`src/rtl/pe_array_ctrl_if.sv`:
```
// pe_array_ctrl_if -- host and PE-array signal bundle for pe_array_ctrl.
//   Host side : Start, Ack, threshold_in, bg_r/g/b_in (in)
//               threshold, desired_bg_r/g/b, busy, done, error, state (out)
//   PE side   : pe_sum_r/g/b (8 bits per PE, PE k at [8k+7:8k]),
//               pe_sum_done, pe_bg_done (in)
//               pe_start_sum, pe_start_bg, pe_ack, red/green/blue_exp (out)
//   The master modport is the environment (host + PEs); slave is the controller.
interface pe_array_ctrl_if #(
  parameter int NUM_PE = 4
);
  logic                  Start;
  logic                  Ack;
  logic [7:0]            threshold_in;
  logic [7:0]            bg_r_in;
  logic [7:0]            bg_g_in;
  logic [7:0]            bg_b_in;
  logic [8*NUM_PE-1:0]   pe_sum_r;
  logic [8*NUM_PE-1:0]   pe_sum_g;
  logic [8*NUM_PE-1:0]   pe_sum_b;
  logic [NUM_PE-1:0]     pe_sum_done;
  logic [NUM_PE-1:0]     pe_bg_done;
  logic                  pe_start_sum;
  logic                  pe_start_bg;
  logic                  pe_ack;
  logic [7:0]            red_exp;
  logic [7:0]            green_exp;
  logic [7:0]            blue_exp;
  logic [7:0]            threshold;
  logic [7:0]            desired_bg_r;
  logic [7:0]            desired_bg_g;
  logic [7:0]            desired_bg_b;
  logic                  busy;
  logic                  done;
  logic                  error;
  logic [2:0]            state;

  modport master (
    output Start, Ack, threshold_in, bg_r_in, bg_g_in, bg_b_in,
           pe_sum_r, pe_sum_g, pe_sum_b, pe_sum_done, pe_bg_done,
    input  pe_start_sum, pe_start_bg, pe_ack, red_exp, green_exp, blue_exp,
           threshold, desired_bg_r, desired_bg_g, desired_bg_b,
           busy, done, error, state
  );

  modport slave (
    input  Start, Ack, threshold_in, bg_r_in, bg_g_in, bg_b_in,
           pe_sum_r, pe_sum_g, pe_sum_b, pe_sum_done, pe_bg_done,
    output pe_start_sum, pe_start_bg, pe_ack, red_exp, green_exp, blue_exp,
           threshold, desired_bg_r, desired_bg_g, desired_bg_b,
           busy, done, error, state
  );
endinterface

```
`src/rtl/pe_array_ctrl.sv`:
```
// pe_array_ctrl -- sequences a PE array through a sum phase, averages the
// per-PE colour sums into an expected background colour, then runs a
// background-removal phase and reports completion to the host.
//   Clk   : system clock, rising edge
//   Reset : asynchronous active-low reset
//   bus   : pe_array_ctrl_if slave modport (host + PE signals)
// Every output is a register; no input reaches an output combinationally.
module pe_array_ctrl #(
  parameter int NUM_PE  = 4,
  parameter int TIMEOUT = 1023
) (
  input  logic           Clk,
  input  logic           Reset,
  pe_array_ctrl_if.slave bus
);
  localparam int LOG2 = (NUM_PE > 1) ? $clog2(NUM_PE) : 0;
  localparam int IDXW = (LOG2 > 0) ? LOG2 : 1;
  localparam int ACCW = 8 + LOG2;
  localparam int CNTW = (TIMEOUT > 0) ? $clog2(TIMEOUT + 1) : 1;
  localparam logic [CNTW-1:0] CNT_MAX  = CNTW'(TIMEOUT);
  localparam logic [IDXW-1:0] IDX_LAST = IDXW'(NUM_PE - 1);

  typedef enum logic [2:0] {
    IDLE      = 3'd0,
    SUM_START = 3'd1,
    SUM_WAIT  = 3'd2,
    AVG       = 3'd3,
    BG_START  = 3'd4,
    BG_WAIT   = 3'd5,
    DONE      = 3'd6
  } state_e;

  state_e          state_q, state_d;
  logic [CNTW-1:0] wait_cnt_q;
  logic [IDXW-1:0] idx_q;
  logic [ACCW-1:0] acc_r_q, acc_g_q, acc_b_q;
  logic [ACCW-1:0] acc_r_d, acc_g_d, acc_b_d;
  logic [7:0]      red_exp_q, green_exp_q, blue_exp_q;
  logic [7:0]      thr_q, bg_r_q, bg_g_q, bg_b_q;
  logic            start_sum_q, start_bg_q, ack_q, busy_q, done_q, error_q;
  logic            sum_all, bg_all, timeout_hit;

  logic [7:0] sum_r [NUM_PE];
  logic [7:0] sum_g [NUM_PE];
  logic [7:0] sum_b [NUM_PE];

  for (genvar gi = 0; gi < NUM_PE; gi++) begin : g_unpack
    assign sum_r[gi] = bus.pe_sum_r[8*gi +: 8];
    assign sum_g[gi] = bus.pe_sum_g[8*gi +: 8];
    assign sum_b[gi] = bus.pe_sum_b[8*gi +: 8];
  end

  assign sum_all     = &bus.pe_sum_done;
  assign bg_all      = &bus.pe_bg_done;
  assign timeout_hit = (wait_cnt_q == CNT_MAX);

  // One PE per AVG cycle; the accumulator is wide enough that it cannot wrap.
  assign acc_r_d = acc_r_q + ACCW'(sum_r[idx_q]);
  assign acc_g_d = acc_g_q + ACCW'(sum_g[idx_q]);
  assign acc_b_d = acc_b_q + ACCW'(sum_b[idx_q]);

  always_comb begin
    state_d = state_q;
    unique case (state_q)
      IDLE:      if (bus.Start) state_d = SUM_START;
      SUM_START: state_d = SUM_WAIT;
      SUM_WAIT:  if (sum_all) state_d = AVG;
                 else if (timeout_hit) state_d = DONE;
      AVG:       if (idx_q == IDX_LAST) state_d = BG_START;
      BG_START:  state_d = BG_WAIT;
      BG_WAIT:   if (bg_all || timeout_hit) state_d = DONE;
      DONE:      if (bus.Ack) state_d = IDLE;
      default:   state_d = IDLE;
    endcase
  end

  always_ff @(posedge Clk or negedge Reset) begin
    if (!Reset) begin
      state_q     <= IDLE;
      wait_cnt_q  <= '0;
      idx_q       <= '0;
      acc_r_q     <= '0;
      acc_g_q     <= '0;
      acc_b_q     <= '0;
      red_exp_q   <= '0;
      green_exp_q <= '0;
      blue_exp_q  <= '0;
      thr_q       <= '0;
      bg_r_q      <= '0;
      bg_g_q      <= '0;
      bg_b_q      <= '0;
      start_sum_q <= 1'b0;
      start_bg_q  <= 1'b0;
      ack_q       <= 1'b0;
      busy_q      <= 1'b0;
      done_q      <= 1'b0;
      error_q     <= 1'b0;
    end else begin
      state_q     <= state_d;
      // Status flags are decoded from the next state so they line up with state_q.
      start_sum_q <= (state_d == SUM_START);
      start_bg_q  <= (state_d == BG_START);
      ack_q       <= (state_d != IDLE) && (state_d != SUM_START);
      busy_q      <= (state_d != IDLE) && (state_d != DONE);
      done_q      <= (state_d == DONE);
      // Counter only runs while staying in a wait state, so every entry starts at 0.
      if ((state_q == SUM_WAIT || state_q == BG_WAIT) && state_d == state_q)
        wait_cnt_q <= wait_cnt_q + 1'b1;
      else
        wait_cnt_q <= '0;

      unique case (state_q)
        IDLE: if (bus.Start) begin
          thr_q   <= bus.threshold_in;
          bg_r_q  <= bus.bg_r_in;
          bg_g_q  <= bus.bg_g_in;
          bg_b_q  <= bus.bg_b_in;
          error_q <= 1'b0;
        end
        SUM_WAIT: begin
          if (sum_all) begin
            acc_r_q <= '0;
            acc_g_q <= '0;
            acc_b_q <= '0;
            idx_q   <= '0;
          end else if (timeout_hit) begin
            error_q <= 1'b1;
          end
        end
        AVG: begin
          acc_r_q <= acc_r_d;
          acc_g_q <= acc_g_d;
          acc_b_q <= acc_b_d;
          idx_q   <= idx_q + 1'b1;
          if (idx_q == IDX_LAST) begin
            // Divide by NUM_PE with truncation.
            red_exp_q   <= acc_r_d[ACCW-1:LOG2];
            green_exp_q <= acc_g_d[ACCW-1:LOG2];
            blue_exp_q  <= acc_b_d[ACCW-1:LOG2];
          end
        end
        BG_WAIT: if (!bg_all && timeout_hit) error_q <= 1'b1;
        default: ;
      endcase
    end
  end

  assign bus.state        = state_q;
  assign bus.pe_start_sum = start_sum_q;
  assign bus.pe_start_bg  = start_bg_q;
  assign bus.pe_ack       = ack_q;
  assign bus.busy         = busy_q;
  assign bus.done         = done_q;
  assign bus.error        = error_q;
  assign bus.red_exp      = red_exp_q;
  assign bus.green_exp    = green_exp_q;
  assign bus.blue_exp     = blue_exp_q;
  assign bus.threshold    = thr_q;
  assign bus.desired_bg_r = bg_r_q;
  assign bus.desired_bg_g = bg_g_q;
  assign bus.desired_bg_b = bg_b_q;
endmodule
```
`src/flat_wrapper.sv`:
```
// flat-port wrapper written by rule: the top's interface ports become plain ports
module pe_array_ctrl_flat 
#(
  parameter int NUM_PE  = 4,
  parameter int TIMEOUT = 1023
)
  (Clk, Reset, bus_Start, bus_Ack, bus_threshold_in, bus_bg_r_in, bus_bg_g_in, bus_bg_b_in, bus_pe_sum_r, bus_pe_sum_g, bus_pe_sum_b, bus_pe_sum_done, bus_pe_bg_done, bus_pe_start_sum, bus_pe_start_bg, bus_pe_ack, bus_red_exp, bus_green_exp, bus_blue_exp, bus_threshold, bus_desired_bg_r, bus_desired_bg_g, bus_desired_bg_b, bus_busy, bus_done, bus_error, bus_state);
  pe_array_ctrl_if #(.NUM_PE(NUM_PE)) bus_i ();
  input  logic Clk;
  input  logic Reset;
  input wire logic [$bits(bus_i.Start)-1:0] bus_Start;
  input wire logic [$bits(bus_i.Ack)-1:0] bus_Ack;
  input wire logic [$bits(bus_i.threshold_in)-1:0] bus_threshold_in;
  input wire logic [$bits(bus_i.bg_r_in)-1:0] bus_bg_r_in;
  input wire logic [$bits(bus_i.bg_g_in)-1:0] bus_bg_g_in;
  input wire logic [$bits(bus_i.bg_b_in)-1:0] bus_bg_b_in;
  input wire logic [$bits(bus_i.pe_sum_r)-1:0] bus_pe_sum_r;
  input wire logic [$bits(bus_i.pe_sum_g)-1:0] bus_pe_sum_g;
  input wire logic [$bits(bus_i.pe_sum_b)-1:0] bus_pe_sum_b;
  input wire logic [$bits(bus_i.pe_sum_done)-1:0] bus_pe_sum_done;
  input wire logic [$bits(bus_i.pe_bg_done)-1:0] bus_pe_bg_done;
  output wire logic [$bits(bus_i.pe_start_sum)-1:0] bus_pe_start_sum;
  output wire logic [$bits(bus_i.pe_start_bg)-1:0] bus_pe_start_bg;
  output wire logic [$bits(bus_i.pe_ack)-1:0] bus_pe_ack;
  output wire logic [$bits(bus_i.red_exp)-1:0] bus_red_exp;
  output wire logic [$bits(bus_i.green_exp)-1:0] bus_green_exp;
  output wire logic [$bits(bus_i.blue_exp)-1:0] bus_blue_exp;
  output wire logic [$bits(bus_i.threshold)-1:0] bus_threshold;
  output wire logic [$bits(bus_i.desired_bg_r)-1:0] bus_desired_bg_r;
  output wire logic [$bits(bus_i.desired_bg_g)-1:0] bus_desired_bg_g;
  output wire logic [$bits(bus_i.desired_bg_b)-1:0] bus_desired_bg_b;
  output wire logic [$bits(bus_i.busy)-1:0] bus_busy;
  output wire logic [$bits(bus_i.done)-1:0] bus_done;
  output wire logic [$bits(bus_i.error)-1:0] bus_error;
  output wire logic [$bits(bus_i.state)-1:0] bus_state;
  assign bus_i.Start = bus_Start;
  assign bus_i.Ack = bus_Ack;
  assign bus_i.threshold_in = bus_threshold_in;
  assign bus_i.bg_r_in = bus_bg_r_in;
  assign bus_i.bg_g_in = bus_bg_g_in;
  assign bus_i.bg_b_in = bus_bg_b_in;
  assign bus_i.pe_sum_r = bus_pe_sum_r;
  assign bus_i.pe_sum_g = bus_pe_sum_g;
  assign bus_i.pe_sum_b = bus_pe_sum_b;
  assign bus_i.pe_sum_done = bus_pe_sum_done;
  assign bus_i.pe_bg_done = bus_pe_bg_done;
  assign bus_pe_start_sum = bus_i.pe_start_sum;
  assign bus_pe_start_bg = bus_i.pe_start_bg;
  assign bus_pe_ack = bus_i.pe_ack;
  assign bus_red_exp = bus_i.red_exp;
  assign bus_green_exp = bus_i.green_exp;
  assign bus_blue_exp = bus_i.blue_exp;
  assign bus_threshold = bus_i.threshold;
  assign bus_desired_bg_r = bus_i.desired_bg_r;
  assign bus_desired_bg_g = bus_i.desired_bg_g;
  assign bus_desired_bg_b = bus_i.desired_bg_b;
  assign bus_busy = bus_i.busy;
  assign bus_done = bus_i.done;
  assign bus_error = bus_i.error;
  assign bus_state = bus_i.state;
  pe_array_ctrl #(.NUM_PE(NUM_PE), .TIMEOUT(TIMEOUT)) u_core (.Clk(Clk), .Reset(Reset), .bus(bus_i));
endmodule
```
`config.mk`:
```
export PLATFORM = sky130hd
export DESIGN_NAME = pe_array_ctrl_flat
export DESIGN_NICKNAME = d
export VERILOG_FILES = /design/src/rtl/pe_array_ctrl_if.sv /design/src/rtl/pe_array_ctrl.sv /design/src/flat_wrapper.sv
export SDC_FILE = /design/constraint.sdc
export NUM_CORES = 1
export LEC_CHECK = 0
export CAP_MARGIN = 20
export CORE_ASPECT_RATIO = 1.1
export CORE_MARGIN = 3
export CORE_UTILIZATION = 41
export DETAILED_ROUTE_END_ITERATION = 8
export HOLD_SLACK_MARGIN = 0.1
export PLACE_DENSITY = 0.86
export SLEW_MARGIN = 20
export SYNTH_ARGS = -nofsm -noshare
export SYNTH_HDL_FRONTEND = slang
export SYNTH_SLANG_ARGS = --single-unit
```
`constraint.sdc`:
```
create_clock -name Clk -period 3 [get_ports Clk]
set_input_delay 0.6 -clock Clk [delete_from_list [all_inputs] [get_ports Clk]]
set_output_delay 0.6 -clock Clk [all_outputs]
set_load 0.05 [all_outputs]
```
==> impl_metrics.prom <==
# TYPE chip_impl_metric gauge
chip_impl_metric{name="stdcell_area",unit="mm²"} 0.00856
chip_impl_info{name="clock_tree_from_tritoncts",value="built"} 1
chip_impl_info{name="grt_setup_unrepaired",value="yes"} 1
chip_impl_metric{name="groute.usage.overall",unit="%"} 20.2
chip_impl_metric{name="dp_slack",unit="ns"} -0.398
chip_impl_metric{name="hold_slack",unit="ns"} 0.308
chip_impl_metric{name="fill_cells",unit=""} 1052
chip_impl_metric{name="globalplace.congestion",unit=""} 0.866
chip_impl_metric{name="synthesis.yosys.warnings",unit=""} 0
chip_impl_metric{name="postLayoutCoreUtil",unit="%"} 63.7
chip_impl_metric{name="antenna-diode-count",unit=""} 0
chip_impl_metric{name="ys_types",unit=""} 43
chip_impl_metric{name="max_clock_freq",unit="GHz"} 0.343
chip_impl_metric{name="finalNetCount",unit=""} 899
chip_impl_metric{name="placedInstanceArea",unit="mm²"} 0.00814
chip_impl_metric{name="slowest_delay",unit="ns"} 0.46
chip_impl_metric{name="layout-drive-gt1-share",unit="%"} 13.1
chip_impl_metric{name="detailed_routing_iterations_pass_1",unit=""} 4
chip_impl_metric{name="p_leak",unit="µW"} 0.00366
chip_impl_info{name="synth_top_flop_cell",value="dfrtp_1"} 1
chip_impl_metric{name="final-seq-area",unit="mm²"} 0.00268
chip_impl_metric{name="ys_async_sr_fraction",unit="%"} 100
chip_impl_info{name="critPathCaptureType",value="flop"} 1
chip_impl_metric{name="clkLatencyLatePin",unit="ns"} 0.35
chip_impl_metric{name="syn_avg_cell_area",unit="µm²"} 11.3
chip_impl_metric{name="design.core.area",unit="mm²"} 0.0134
chip_impl_metric{name="via_per_inst",unit=""} 5.26
chip_impl_info{name="critPathTopFamily",value="compound AO/OA/AOI/OAI gates"} 1
chip_impl_metric{name="detail_route.drc_violations",unit=""} 0
chip_impl_metric{name="first_global_vias",unit=""} 5227
chip_impl_metric{name="power-per-cell-area",unit="mW/mm²"} 1240
chip_impl_metric{name="maxCapViolCount",unit=""} 0
chip_impl_metric{name="syn_nets",unit=""} 676
chip_impl_metric{name="path_max_fanout",unit=""} 3
chip_impl_metric{name="cts-hold-fix-buffers",unit=""} 0
chip_impl_metric{name="cts-root-to-sink-buffers",unit=""} 2
chip_impl_metric{name="final_max_slew_viol_count",unit=""} 0
chip_impl_metric{name="dieArea",unit="mm²"} 0.0154
chip_impl_metric{name="floorplan.rows",unit=""} 44
chip_impl_metric{name="area_of_the_multi_input_gates",unit="mm²"} 0.00298
chip_impl_info{name="synth_area_leaders",value="dfrtp_1 (47%), mux4_2 (9.4%), ha_1 (5.7%)"} 1
chip_impl_metric{name="rrSetupSlack",unit="ns"} 0.11
chip_impl_metric{name="fp.dieH",unit="µm"} 130
chip_impl_metric{name="period_needed",unit="ns"} 2.92
chip_impl_metric{name="cp.buffers_inverters",unit=""} 1
chip_impl_metric{name="mappedNetlistArea",unit="mm²"} 0.00573
chip_impl_metric{name="postSynthRegisterBits",unit=""} 107
chip_impl_metric{name="initial_antenna_violation_count",unit=""} 0
chip_impl_info{name="cts_root_buffer",value="clkbuf_16"} 1
chip_impl_metric{name="timing_worst_slew_pin_value",unit="ns"} 0.715
chip_impl_info{name="timing.critical_path.slowest_stage_cell",value="mux4_2"} 1
chip_impl_metric{name="synth_largest_type_area_fraction",unit="%"} 46.7
chip_impl_metric{name="arrival",unit="ns"} 3.12
chip_impl_metric{name="cts.clk_slew.worst_paths",unit="ns"} 0.07
chip_impl_metric{name="finalSetupViolations",unit=""} 0
chip_impl_info{name="list_of_cells_traversed_by_the_critical_path",value="clkdlybuf4s50_1 > mux4_2 > ha_1 > fa_1 > a21o_1 > a31oi_4 > nand2b_1 > a21oi_2 > xor2_1 > o21ai_0"} 1
chip_impl_metric{name="crit_required",unit="ns"} 3.20
chip_impl_metric{name="die_width",unit="µm"} 119
chip_impl_metric{name="postRouteWirelength",unit="µm"} 15700
chip_impl_metric{name="cts_buffers",unit=""} 9
chip_impl_metric{name="final-hold-violation-count",unit=""} 0
chip_impl_metric{name="worst_clock_skew",unit="ns"} 0.00817
chip_impl_metric{name="cts_num_sinks",unit=""} 107
chip_impl_metric{name="count_of_flip_flops_with_a_built_in_enable_after_synthesis",unit=""} 0
chip_impl_info{name="post-synth-top-area-cell",value="dfrtp_1"} 1
chip_impl_metric{name="boundaryPins",unit=""} 205
chip_impl_metric{name="detail-route-antenna-nets",unit=""} 0
chip_impl_metric{name="synth-seq-area-share",unit="%"} 46.7
chip_impl_metric{name="largest_net_degree_at_the_start_of_global_routing",unit=""} 55
chip_impl_metric{name="gr-total-overflow",unit=""} 0
chip_impl_metric{name="start_util",unit="%"} 42.6
chip_impl_metric{name="detail_route.wl_per_cell",unit="µm"} 17.1
chip_impl_metric{name="vdd.ir_drop.worst",unit="V"} 0.000603
chip_impl_info{name="timing_worst_setup_path_type",value="in2reg"} 1
chip_impl_metric{name="remaining_max_slew_budget_at_the_tightest_pin",unit="%"} 52.4
chip_impl_info{name="layout_commonest_cell",value="clkdlybuf4s50_1"} 1
chip_impl_metric{name="syn2layout_area_growth",unit="%"} 49.4
chip_impl_metric{name="htree_levels",unit=""} 3
chip_impl_metric{name="syn_inst_count",unit=""} 507
chip_impl_info{name="setup.worst_path.start_class",value="input port"} 1
chip_impl_metric{name="place.port_buffers",unit=""} 204
chip_impl_info{name="run_status",value="complete, no violations"} 1
chip_impl_info{name="worstHoldPathType",value="in2async"} 1
chip_impl_metric{name="hpwl",unit="µm"} 12200
chip_impl_metric{name="post-route-period-util",unit="%"} 97.3
chip_impl_metric{name="setup_ws",unit="ns"} 0.0807
chip_impl_metric{name="grt_first_pass_wirelength",unit="µm"} 25200
chip_impl_info{name="mostFrequentLayoutCells",value="clkdlybuf4s50_1 (203), dfrtp_1 (106), nand2_1 (67), o21ai_0 (59), buf_4 (29)"} 1
chip_impl_metric{name="vias",unit=""} 4836
chip_impl_metric{name="drtIter0Drc",unit=""} 228
where the power goes:
part | internal [µW] | switching [µW]
sequential | 2090 | 422
combinational | 2820 | 4010
clock | 690 | 565
total | 5610 | 5000
synthesized netlist by cell type (2+ instances only):
library cell  count
a211oi_1          4
nand3_1          11
a21oi_1          18
mux2i_1           2
buf_2            10
or3_1             3
o21bai_1          4
nand4_1           3
ha_1             26
nor3_1            4
a21o_1            5
o21ai_0          61
a22o_1            8
o211ai_1          3
clkbuf_1         10
buf_6             4
xor2_1           19
xnor2_1          12
a2111oi_0         2
mux4_2           24
fa_1              3
nor2b_1           8
and2_1            2
nor2_1           21
mux2_2            5
o21ai_1           3
dfrtp_1         107
mux2_1           28
inv_1             8
and3_1            3
nand2b_1          3
nand2_1          67
o41ai_1           2
a31oi_1           5
final timing paths:
path | from | endpoint | depth (start not counted)
worst max register to register | u_core.idx_q[0] | u_core.acc_g_q[6] | 10
min in group Clk | u_core.acc_r_q[6] | u_core.acc_r_q[6] | 2
worst max-delay path | bus_pe_sum_g[24] | u_core.acc_g_q[6] | 10
worst min-delay path | Reset | u_core.bus.green_exp[5] | 1
max in group asynchronous | Reset | u_core.bus.desired_bg_r[3] | 2
worst min register to register | u_core.acc_r_q[6] | u_core.acc_r_q[6] | 2
flip-flops by register name (all words and copies together) (netlist names), 2 cells and up:
name	cells
u_core.acc_r_q	10
u_core.bus.desired_bg_b	8
u_core.acc_g_q	10
u_core.bus.state	3
u_core.bus.green_exp	8
u_core.bus.blue_exp	8
u_core.bus.threshold	8
u_core.bus.red_exp	8
u_core.acc_b_q	10
u_core.idx_q	2
u_core.bus.desired_bg_r	8
u_core.bus.desired_bg_g	8
u_core.wait_cnt_q	10
per-stage QoR:
stage | std cells | setup TNS (ns) | total power, µW
after floorplan | 507 | 0 | 6920
after global placement | 902 | -2.33 | 8830
after detailed placement | 902 | -3.67 | 9100
after CTS | 918 | 0 | 10400
after global routing | 919 | -0.0646 | 11300
final | 919 | 0 | 10600
cell type report:
| cell class | count | share of cell area, % |
|---|---|---|
| well taps | 184 | 2.69 |
| inverters | 8 | 0.351 |
| flip-flops and latches | 107 | 31.3 |
| clock inverters | 6 | 0.921 |
| multi-input cells | 368 | 34.8 |
| repair buffers | 236 | 27.1 |
| clock buffers | 10 | 2.79 |
what timing repair did:
| item | 4_1_cts | 5_1_grt |
|---|---|---|
| pin swaps | 0 | 4 |
| resized for setup | 2 | 20 |
| setup buffers | 0 | 1 |
| setup endpoints to repair | 2 | 14 |
| endpoints found under the hold margin | 0 | 0 |
layer usage:
metal | part of all wire (%) | vias to the layer above | routed length [µm] | track usage, %
li1 | - | 2274 | - | -
met1 | 39 | 2361 | 6160 | 23.0
met2 | 53 | 180 | 8310 | 37.7
met3 | 6.2 | 21 | 980 | 4.59
met4 | 1.8 | 0 | 279 | 6.61
met5 | 0 | - | 0 | 0
cells by family after synthesis:
group                      synth area share, %
muxes                                     16.3
xor gates and xnor gates                  4.74
buffers and inverters                     2.84
adders and majority gates                 6.73
and+or+nand+nor                           10.6
DFF                                       46.7
AOI/OAI and AO/OA                         12.1
Power figures use the tool's default switching activity.
